--- src/rtl/muldiv_pkg.sv ---
// Shared encodings for the multi-cycle multiply/divide controller.
package muldiv_pkg;

    typedef enum logic [1:0] {
        OP_MULT  = 2'b00,
        OP_MULTU = 2'b01,
        OP_DIV   = 2'b10,
        OP_DIVU  = 2'b11
    } op_e;

    typedef enum logic [1:0] {
        S_IDLE = 2'b00,
        S_CALC = 2'b01,
        S_FIX  = 2'b10
    } state_e;

    // Quotient reported for a zero divisor (all ones at 32 bits).
    localparam logic [31:0] DIV0_QUOT = 32'hFFFF_FFFF;

endpackage

--- src/rtl/muldiv_step.sv ---
// One radix-2 iteration: shift-add for multiply, restoring
// shift-subtract for divide. acc holds {upper, lower} halves.
module muldiv_step #(
    parameter int WIDTH = 32
) (
    input  logic                 is_div_i,
    input  logic [2*WIDTH-1:0]   acc_i,
    input  logic [WIDTH-1:0]     opnd_i,
    output logic [2*WIDTH-1:0]   acc_o
);

    logic [WIDTH:0] sum;
    logic [WIDTH:0] shl;
    logic [WIDTH:0] diff;

    // Multiply: conditionally add multiplicand into the upper half (with carry).
    assign sum  = {1'b0, acc_i[2*WIDTH-1:WIDTH]} + (acc_i[0] ? {1'b0, opnd_i} : '0);
    // Divide: remainder after the left shift keeps its carry-out bit.
    assign shl  = acc_i[2*WIDTH-1:WIDTH-1];
    assign diff = shl - {1'b0, opnd_i};

    // Select the iteration result; a set diff MSB means the trial subtract went negative.
    always_comb begin
        acc_o = {sum, acc_i[WIDTH-1:1]};
        if (is_div_i) begin
            if (!diff[WIDTH]) acc_o = {diff[WIDTH-1:0], acc_i[WIDTH-2:0], 1'b1};
            else              acc_o = {shl[WIDTH-1:0],  acc_i[WIDTH-2:0], 1'b0};
        end
    end

endmodule

--- src/rtl/muldiv_ctrl.sv ---
// Multi-cycle MULT/MULTU/DIV/DIVU sequencer owning HI/LO.
// Optional MULDIV_EARLY_OUT_EN: multiplies leave CALC once the remaining
// multiplier bits are zero; FIX realigns the accumulator.
module muldiv_ctrl
    import muldiv_pkg::*;
#(
    parameter int WIDTH = 32,
    parameter int CNT_W = 6
) (
    input  logic             clk,
    input  logic             reset,
    input  logic             start,
    input  logic [1:0]       op,
    input  logic [WIDTH-1:0] in1,
    input  logic [WIDTH-1:0] in2,
    input  logic             cancel,
    input  logic             hi_we,
    input  logic             lo_we,
    input  logic [WIDTH-1:0] wdata,
    output logic             busy,
    output logic             stall,
    output logic             done,
    output logic [WIDTH-1:0] hi,
    output logic [WIDTH-1:0] lo
);

    state_e               state_q, state_d;
    logic [CNT_W-1:0]     cnt_q, cnt_d;
    logic [2*WIDTH-1:0]   acc_q, acc_d;
    logic [WIDTH-1:0]     opnd_q, opnd_d;
    logic                 is_div_q, is_div_d;
    logic                 neg_q, neg_d;     // product / quotient sign
    logic                 rneg_q, rneg_d;   // remainder sign (dividend sign)
    logic                 div0_q, div0_d;
    logic [WIDTH-1:0]     hi_q, hi_d, lo_q, lo_d;
    logic                 done_q, done_d;
`ifdef MULDIV_EARLY_OUT_EN
    logic [WIDTH-1:0]     mplier_q, mplier_d;
`endif

    logic                 sgn;
    logic [WIDTH-1:0]     mag1, mag2;
    logic [2*WIDTH-1:0]   step_acc, fix_acc;

    // Operand magnitudes; -2^(WIDTH-1) naturally becomes 2^(WIDTH-1) unsigned.
    assign sgn  = (op == OP_MULT) || (op == OP_DIV);
    assign mag1 = (sgn && in1[WIDTH-1]) ? -in1 : in1;
    assign mag2 = (sgn && in2[WIDTH-1]) ? -in2 : in2;

    muldiv_step #(.WIDTH(WIDTH)) u_step (
        .is_div_i (is_div_q),
        .acc_i    (acc_q),
        .opnd_i   (opnd_q),
        .acc_o    (step_acc)
    );

`ifdef MULDIV_EARLY_OUT_EN
    // cnt_q holds iterations done; skipped iterations are pure right shifts.
    assign fix_acc = is_div_q ? acc_q : (acc_q >> (CNT_W'(WIDTH) - cnt_q));
`else
    assign fix_acc = acc_q;
`endif

    assign busy  = (state_q != S_IDLE);
    assign stall = busy | ((start | hi_we | lo_we) & busy);
    assign done  = done_q;
    assign hi    = hi_q;
    assign lo    = lo_q;

    // Next-state, datapath and HI/LO update; cancel overrides any FIX write.
    always_comb begin
        state_d  = state_q;
        cnt_d    = cnt_q;
        acc_d    = acc_q;
        opnd_d   = opnd_q;
        is_div_d = is_div_q;
        neg_d    = neg_q;
        rneg_d   = rneg_q;
        div0_d   = div0_q;
        hi_d     = hi_q;
        lo_d     = lo_q;
        done_d   = 1'b0;
`ifdef MULDIV_EARLY_OUT_EN
        mplier_d = mplier_q;
`endif
        case (state_q)
            S_IDLE: begin
                if (hi_we) hi_d = wdata;
                if (lo_we) lo_d = wdata;
                if (start) begin
                    is_div_d = op[1];
                    cnt_d    = '0;
                    neg_d    = sgn & (in1[WIDTH-1] ^ in2[WIDTH-1]);
                    rneg_d   = sgn & in1[WIDTH-1];
                    div0_d   = op[1] && (in2 == '0);
                    if (op[1]) begin
                        opnd_d = mag2;
                        acc_d  = {{WIDTH{1'b0}}, mag1};
                    end else begin
                        opnd_d = mag1;
                        acc_d  = {{WIDTH{1'b0}}, mag2};
                    end
`ifdef MULDIV_EARLY_OUT_EN
                    mplier_d = mag2;
`endif
                    if (op[1] && (in2 == '0)) begin
                        acc_d   = {in1, WIDTH'(DIV0_QUOT)};
                        state_d = S_FIX;
                    end else begin
                        state_d = S_CALC;
                    end
                end
            end
            S_CALC: begin
                acc_d = step_acc;
                cnt_d = cnt_q + 1'b1;
                if (cnt_q == CNT_W'(WIDTH - 1)) state_d = S_FIX;
`ifdef MULDIV_EARLY_OUT_EN
                mplier_d = mplier_q >> 1;
                if (!is_div_q && (mplier_d == '0)) state_d = S_FIX;
`endif
            end
            S_FIX: begin
                if (div0_q) begin
                    {hi_d, lo_d} = acc_q;
                end else if (!is_div_q) begin
                    {hi_d, lo_d} = neg_q ? -fix_acc : fix_acc;
                end else begin
                    hi_d = rneg_q ? -acc_q[2*WIDTH-1:WIDTH] : acc_q[2*WIDTH-1:WIDTH];
                    lo_d = neg_q  ? -acc_q[WIDTH-1:0]       : acc_q[WIDTH-1:0];
                end
                done_d  = 1'b1;
                state_d = S_IDLE;
            end
            default: state_d = S_IDLE;
        endcase
        if (cancel && (state_q != S_IDLE)) begin
            state_d = S_IDLE;
            hi_d    = hi_q;
            lo_d    = lo_q;
            done_d  = 1'b0;
        end
    end

    // State and working registers; reset discards any operation in flight.
    always_ff @(posedge clk or negedge reset) begin
        if (!reset) begin
            state_q  <= S_IDLE;
            cnt_q    <= '0;
            acc_q    <= '0;
            opnd_q   <= '0;
            is_div_q <= 1'b0;
            neg_q    <= 1'b0;
            rneg_q   <= 1'b0;
            div0_q   <= 1'b0;
            hi_q     <= '0;
            lo_q     <= '0;
            done_q   <= 1'b0;
`ifdef MULDIV_EARLY_OUT_EN
            mplier_q <= '0;
`endif
        end else begin
            state_q  <= state_d;
            cnt_q    <= cnt_d;
            acc_q    <= acc_d;
            opnd_q   <= opnd_d;
            is_div_q <= is_div_d;
            neg_q    <= neg_d;
            rneg_q   <= rneg_d;
            div0_q   <= div0_d;
            hi_q     <= hi_d;
            lo_q     <= lo_d;
            done_q   <= done_d;
`ifdef MULDIV_EARLY_OUT_EN
            mplier_q <= mplier_d;
`endif
        end
    end

endmodule

--- config.mk ---
export PLATFORM = sky130hd
export DESIGN_NAME = muldiv_ctrl
export DESIGN_NICKNAME = d
export VERILOG_FILES = /design/src/rtl/muldiv_pkg.sv /design/src/rtl/muldiv_step.sv /design/src/rtl/muldiv_ctrl.sv
export SDC_FILE = /design/constraint.sdc
export NUM_CORES = 1
export LEC_CHECK = 0
export CAP_MARGIN = 20
export CORE_UTILIZATION = 63
export DETAILED_ROUTE_END_ITERATION = 8
export GPL_TIMING_DRIVEN = 1
export PLACE_DENSITY = 0.88
export SETUP_SLACK_MARGIN = 0.4
export SLEW_MARGIN = 20
export SYNTH_ARGS = -nofsm -noshare
export SYNTH_HDL_FRONTEND = slang
export SYNTH_SLANG_ARGS = --single-unit
--- constraint.sdc ---
create_clock -name clk -period 7.17 [get_ports clk]
set_clock_uncertainty 0.15 [all_clocks]
set_input_delay 1.434 -clock clk [delete_from_list [all_inputs] [get_ports clk]]
set_output_delay 1.434 -clock clk [all_outputs]
set_load 0.02 [all_outputs]
# After elaboration in Yosys (flattened, before gate mapping)
# Cells that the tools add are included.
# totals
out_inout_bits	67
register_bits	173
in_bits	104
wordCells	82
# op_classes
n_eq_ne	9
addsub	8
bitwise	8
n_mux	30
n_reduce_logical	16
# ops
op	n
$mux 32	13
$mux 64	5
$neg 32->32	4
$pmux 32 s2	2
$pmux 64 s2	1
$neg 64->64	1
$add 32x33->33	1
$sub 33x32->33	1
$logic_not 32->1	1
$pmux 6 s2	1
$mux 2	4
$add 6x1->6 const B	1
$eq 6x5->1 const B	1
$mux 6	1
$ne 2x2->1 const B	3
$ne 3x3->1 const B	2
$reduce_and 2->1	3
$reduce_and 3->1	2
$reduce_bool 2->1	3
$eq 2x2->1 const B	2
$logic_and 1x1->1	4
$logic_not 2->1	2
$pmux 2 s2	1
$and 1x1->1	3
6 further kinds	9

# Logic depth before layout (Yosys ltp)
# depth
ltp_word	8
depth_mapped	14
mapped_depth_nobuf	12

# By module
# A second synthesis with hierarchy kept.
# unflattened
hier_cells	2006
hier_area_um2	15615.0
# modules_own_cells
mod	seq_area_each_um2	cells_each	instances	area_per_inst_um2
muldiv_ctrl	4329.2	1343	1	11024.3
muldiv_step	0.0	663	1	4590.7

# Worst setup path before layout
# OpenSTA, ideal clock, no wires.
# synth_path
path_type	input to register
start	input in1[2]
end	register acc_q[26]
setup_ns	0.142
cell_stages	11
arrival_ns	3.737
path_slack_ns	3.141
path_cell_list	clkbuf_1 > or4_1 > clkbuf_1 > or4_1 > o41ai_4 > o21ai_1 > nor2_1 > xor2_1 > nand2_1 > a21oi_1 > a211oi_1
# synth_between
elab_chain_len	6
# synth_lines
element	line_no	rtl
start: declaration	muldiv_ctrl.sv:14	input logic [WIDTH-1:0] in1,
$neg 32->32	muldiv_ctrl.sv:47	assign mag1 = (sgn && in1[WIDTH-1]) ? -in1 : in1;
$mux 32	muldiv_ctrl.sv:47	
$mux 32	muldiv_ctrl.sv:96	if (op[1]) begin
$mux 64	muldiv_ctrl.sv:106	if (op[1] && (in2 == '0)) begin
$mux 64	muldiv_ctrl.sv:90	if (start) begin
$pmux 64 s2	muldiv_ctrl.sv:86	case (state_q)
end signal: assignment	muldiv_ctrl.sv:150	acc_q <= '0;
end signal: assignment	muldiv_ctrl.sv:165	acc_q <= acc_d;
end: declaration	muldiv_ctrl.sv:29	logic [2*WIDTH-1:0] acc_q, acc_d;
# No other way between the ends. The select of a mux whose other input is x is not followed.
# A chain may end at the register's enable or synchronous reset.

# Worst setup path after layout
# layout_path
start	input in1[13]
end	register acc_q[25]
# Same word-level chain as after synthesis.

==> impl_metrics.toml <==
[outcome]
status = "complete, no violations"

[detailed_routing]
top_layer = "met4"
drc_errors = 0
routed_via_density = 6.72
ant_nets = 0
wl_per_cell_um = 22.1
drt_iter0_markers = 1862
wl_met3_um = 6020
dr_wl_met2_um = 24000
wl_um = 53600
vias = 16300
m1WireLength_um = 21400
dr.pass1.iters = 6

[global_route]
first_global_vias = 15300
antenna_found_initial = 0
grt.overflow.total = 0
grt.total_usage_pct = 42.1
grt_pass1_wl_um = 83400
grt_max_degree = 88

[critical_path]
critPathLaunchType = "primary input"
worstSetupPathType = "in -> reg"
crit_required_ps = 7320
critPathArrivalTime_ps = 5160
path_max_fanout = 5
worstSetupEndpointType = "flop"
rr_worst_depth = 13

[placed_design]
gp_congestion = 1.01
dp_cells = 2388
io_buffers = 170
hpwlAfterDp_um = 40700
dpl-instance-area_um2 = 17300

[pwr]
cellPowerDensity_nw_per_um2 = 383
ir_drop_v = 0.000286
p_clk_share_pct = 13.7
swShare_pct = 50.3
intPower_uw = 3420
p_leak_uw = 0.00748
power_frac_comb_pct = 60.0
seq_power_share_pct = 26.3
p_switching_uw = 3460

[synthesis]
synth_top_family_by_area = "compound AO/OA/AOI/OAI gates"
syn-instance-count = 1996
syn-num-nets = 2171
yosysSeqAreaShare_pct = 27.9
synth-xor-area-share_pct = 9.84
synth_mux_area_share_pct = 6.13
synth_flop_cell = "dfrtp_1"
yosys.area_share.adder_pct = 5.83
syn_area_um2 = 15500
syn_area_per_cell_um2 = 7.76
synth_cell_type_count = 75
yosys.area_share.simple_pct = 19.0
synth_edf_count = 0
postSynth.asyncResetShare_pct = 100
ys_warn_count = 0
synth_seq_cells = 173
synth_compound_area_share_pct = 26.6

[floorplan]
pin_count = 171
initial_core_util_pct = 63.9
rows = 57
dieArea_um2 = 25200
dieHeight_um = 159
core-area_um2 = 24200
die_w_um = 159

[clocking]
post_cts_buffers = 0
cts_tree = "yes"
h-tree-depth = 4
cts_resized = 0
cts_root_buffer = "clkbuf_16"
cts_inserted_buffers = 17
cts.sinks = 173
cts_buffer_depth = 2
clk_pin_slew_worst_paths_ps = 80
clkLatencyLatePin_ps = 450
cts_hold_buf = 0

[timing]
hold_viol = 0
layout_min_cycle_time_ps = 5010
post-route-period-util_pct = 69.9
max_slew_margin_pct = 23.1
tns_ps = 0
rsz0062_at_grt = "no"
fmax_ghz = 0.200
setup_violations = 0
drv_slew = 0
tightest_slew_ps = 1140

[finish]
area_delta_synth_final_pct = 15.8
drive_gt1_share_pct = 4.77
stdcell_count = 2421
mostFrequentLayoutCell = "nand2_1"
n_antenna_cell = 0
nNetsFinal = 2260
mostFrequentLayoutCells = "210 x nand2_1, 204 x nor2_1, 172 x dfrtp_1, 171 x a21oi_1, 168 x clkdlybuf4s50_1"
fillCellCount = 1904
design_area_um2 = 17900

[hold_path]
worstHoldPathCells = 1
hp-class = "reg -> reg"

[flow_run]
drv_cap = 0
layout make-up:
class                      instances  area (um^2)  share of cell area, %
timing repair buffer             196         1910                   10.7
sequential                       173         4330                   24.1
clock inverter                    14          154                  0.857
tap                              324          405                   2.26
multi-input combinational       1631        10500                   58.4
inverter                          66          248                   1.38
clock buffer                      17          425                   2.37
cell families after synthesis:
family	count (synthesis)
AO/OA/AOI/OAI	657
AND/OR/NAND/NOR	635
buffers and inverters	192
XOR/XNOR	174
flip-flops	173
multiplexers	94
adder cells (fa/ha/maj)	71
power by group through the flow:
| stage | combinational, uW | sequential [uW] | clock [uW] |
|---|---|---|---|
| after floorplan | 2920 | 1630 | 0 |
| after global placement | 3910 | 1770 | 0 |
| after detailed placement | 4000 | 1790 | 0 |
| after CTS | 4020 | 1770 | 935 |
| after global routing | 4450 | 1830 | 977 |
| final | 4130 | 1810 | 942 |
final timing paths:
kind / from / to / slack (ps)
setup / recovery: in1[13] / acc_q[25]$_DFFE_PN0P_ / 2160
hold / removal: hi[2]$_DFFE_PN0P_ / hi[2]$_DFFE_PN0P_ / 330
setup reg to reg: acc_q[31]$_DFFE_PN0P_ / acc_q[42]$_DFFE_PN0P_ / 2370
hold reg to reg: hi[2]$_DFFE_PN0P_ / hi[2]$_DFFE_PN0P_ / 330
max in group asynchronous: reset / acc_q[23]$_DFFE_PN0P_ / 4690
min in group asynchronous: reset / hi[2]$_DFFE_PN0P_ / 830
worst max-delay path: stages:
cell and delay (ps):
clkdlybuf4s50_1 600, or4_1 650, nor4_1 880, nand3_1 350, nor3_1 400, a21oi_1 140, xnor2_1 290, nor2_1 70
a211oi_1 270, a211oi_1 80
per-stage QoR:
stage	worst slack (ps)	hold slack, ps	power (uW)	util [%]
after floorplan	3140	299	4550	-
after global placement	2080	309	5690	71.5
after detailed placement	2010	317	5790	71.5
after CTS	2380	336	6730	73.9
after global routing	2070	363	7270	74.0
final	2160	329	6880	74.0
flip-flops by register name (all words and copies together) (netlist names):
signal,cells
acc_q,64
hi,32
lo,32
opnd_q,32
cnt_q,6
state_q,2
div0_q,1
done,1
is_div_q,1
neg_q,1
rneg_q,1
Yosys cell counts (6+ instances only):
| cell type | instances | area [um^2] |
|---|---|---|
| nand2_1 | 210 | 788 |
| nor2_1 | 204 | 766 |
| dfrtp_1 | 173 | 4330 |
| a21oi_1 | 172 | 861 |
| o21ai_0 | 140 | 701 |
| clkbuf_1 | 105 | 394 |
| xor2_1 | 89 | 780 |
| mux2i_1 | 87 | 871 |
| xnor2_1 | 85 | 744 |
| ha_1 | 69 | 863 |
| inv_1 | 65 | 244 |
| o21ai_1 | 61 | 305 |
| nor3_1 | 50 | 250 |
| a21o_1 | 40 | 300 |
| a31oi_1 | 39 | 244 |
| o31ai_1 | 38 | 285 |
| nand3_1 | 32 | 160 |
| a211oi_1 | 31 | 233 |
| or4_1 | 24 | 180 |
| or3_1 | 18 | 113 |
| nand2b_1 | 17 | 106 |
| o211ai_1 | 16 | 120 |
| o221ai_1 | 16 | 140 |
| buf_1 | 14 | 52.6 |
| nor2b_1 | 14 | 87.6 |
| nor4_1 | 14 | 87.6 |
| and3_1 | 13 | 81.3 |
| a221oi_1 | 12 | 105 |
| o21bai_1 | 12 | 90.1 |
| o21a_1 | 11 | 82.6 |
| and2_1 | 8 | 50.1 |
| o41ai_1 | 8 | 70.1 |
| nand4_1 | 7 | 43.8 |
| a22oi_1 | 6 | 45.0 |
| a31o_2 | 6 | 52.6 |
| buf_2 | 6 | 30.0 |
| o31a_1 | 6 | 52.6 |
routing by layer:
layer	global-route usage, %	vias up
li1	-	7417
met1	56.7	7535
met2	66.5	1136
met3	7.18	172
met4	18.4	0
met5	0	-
Note: power is estimated with default switching activity, not from simulation.
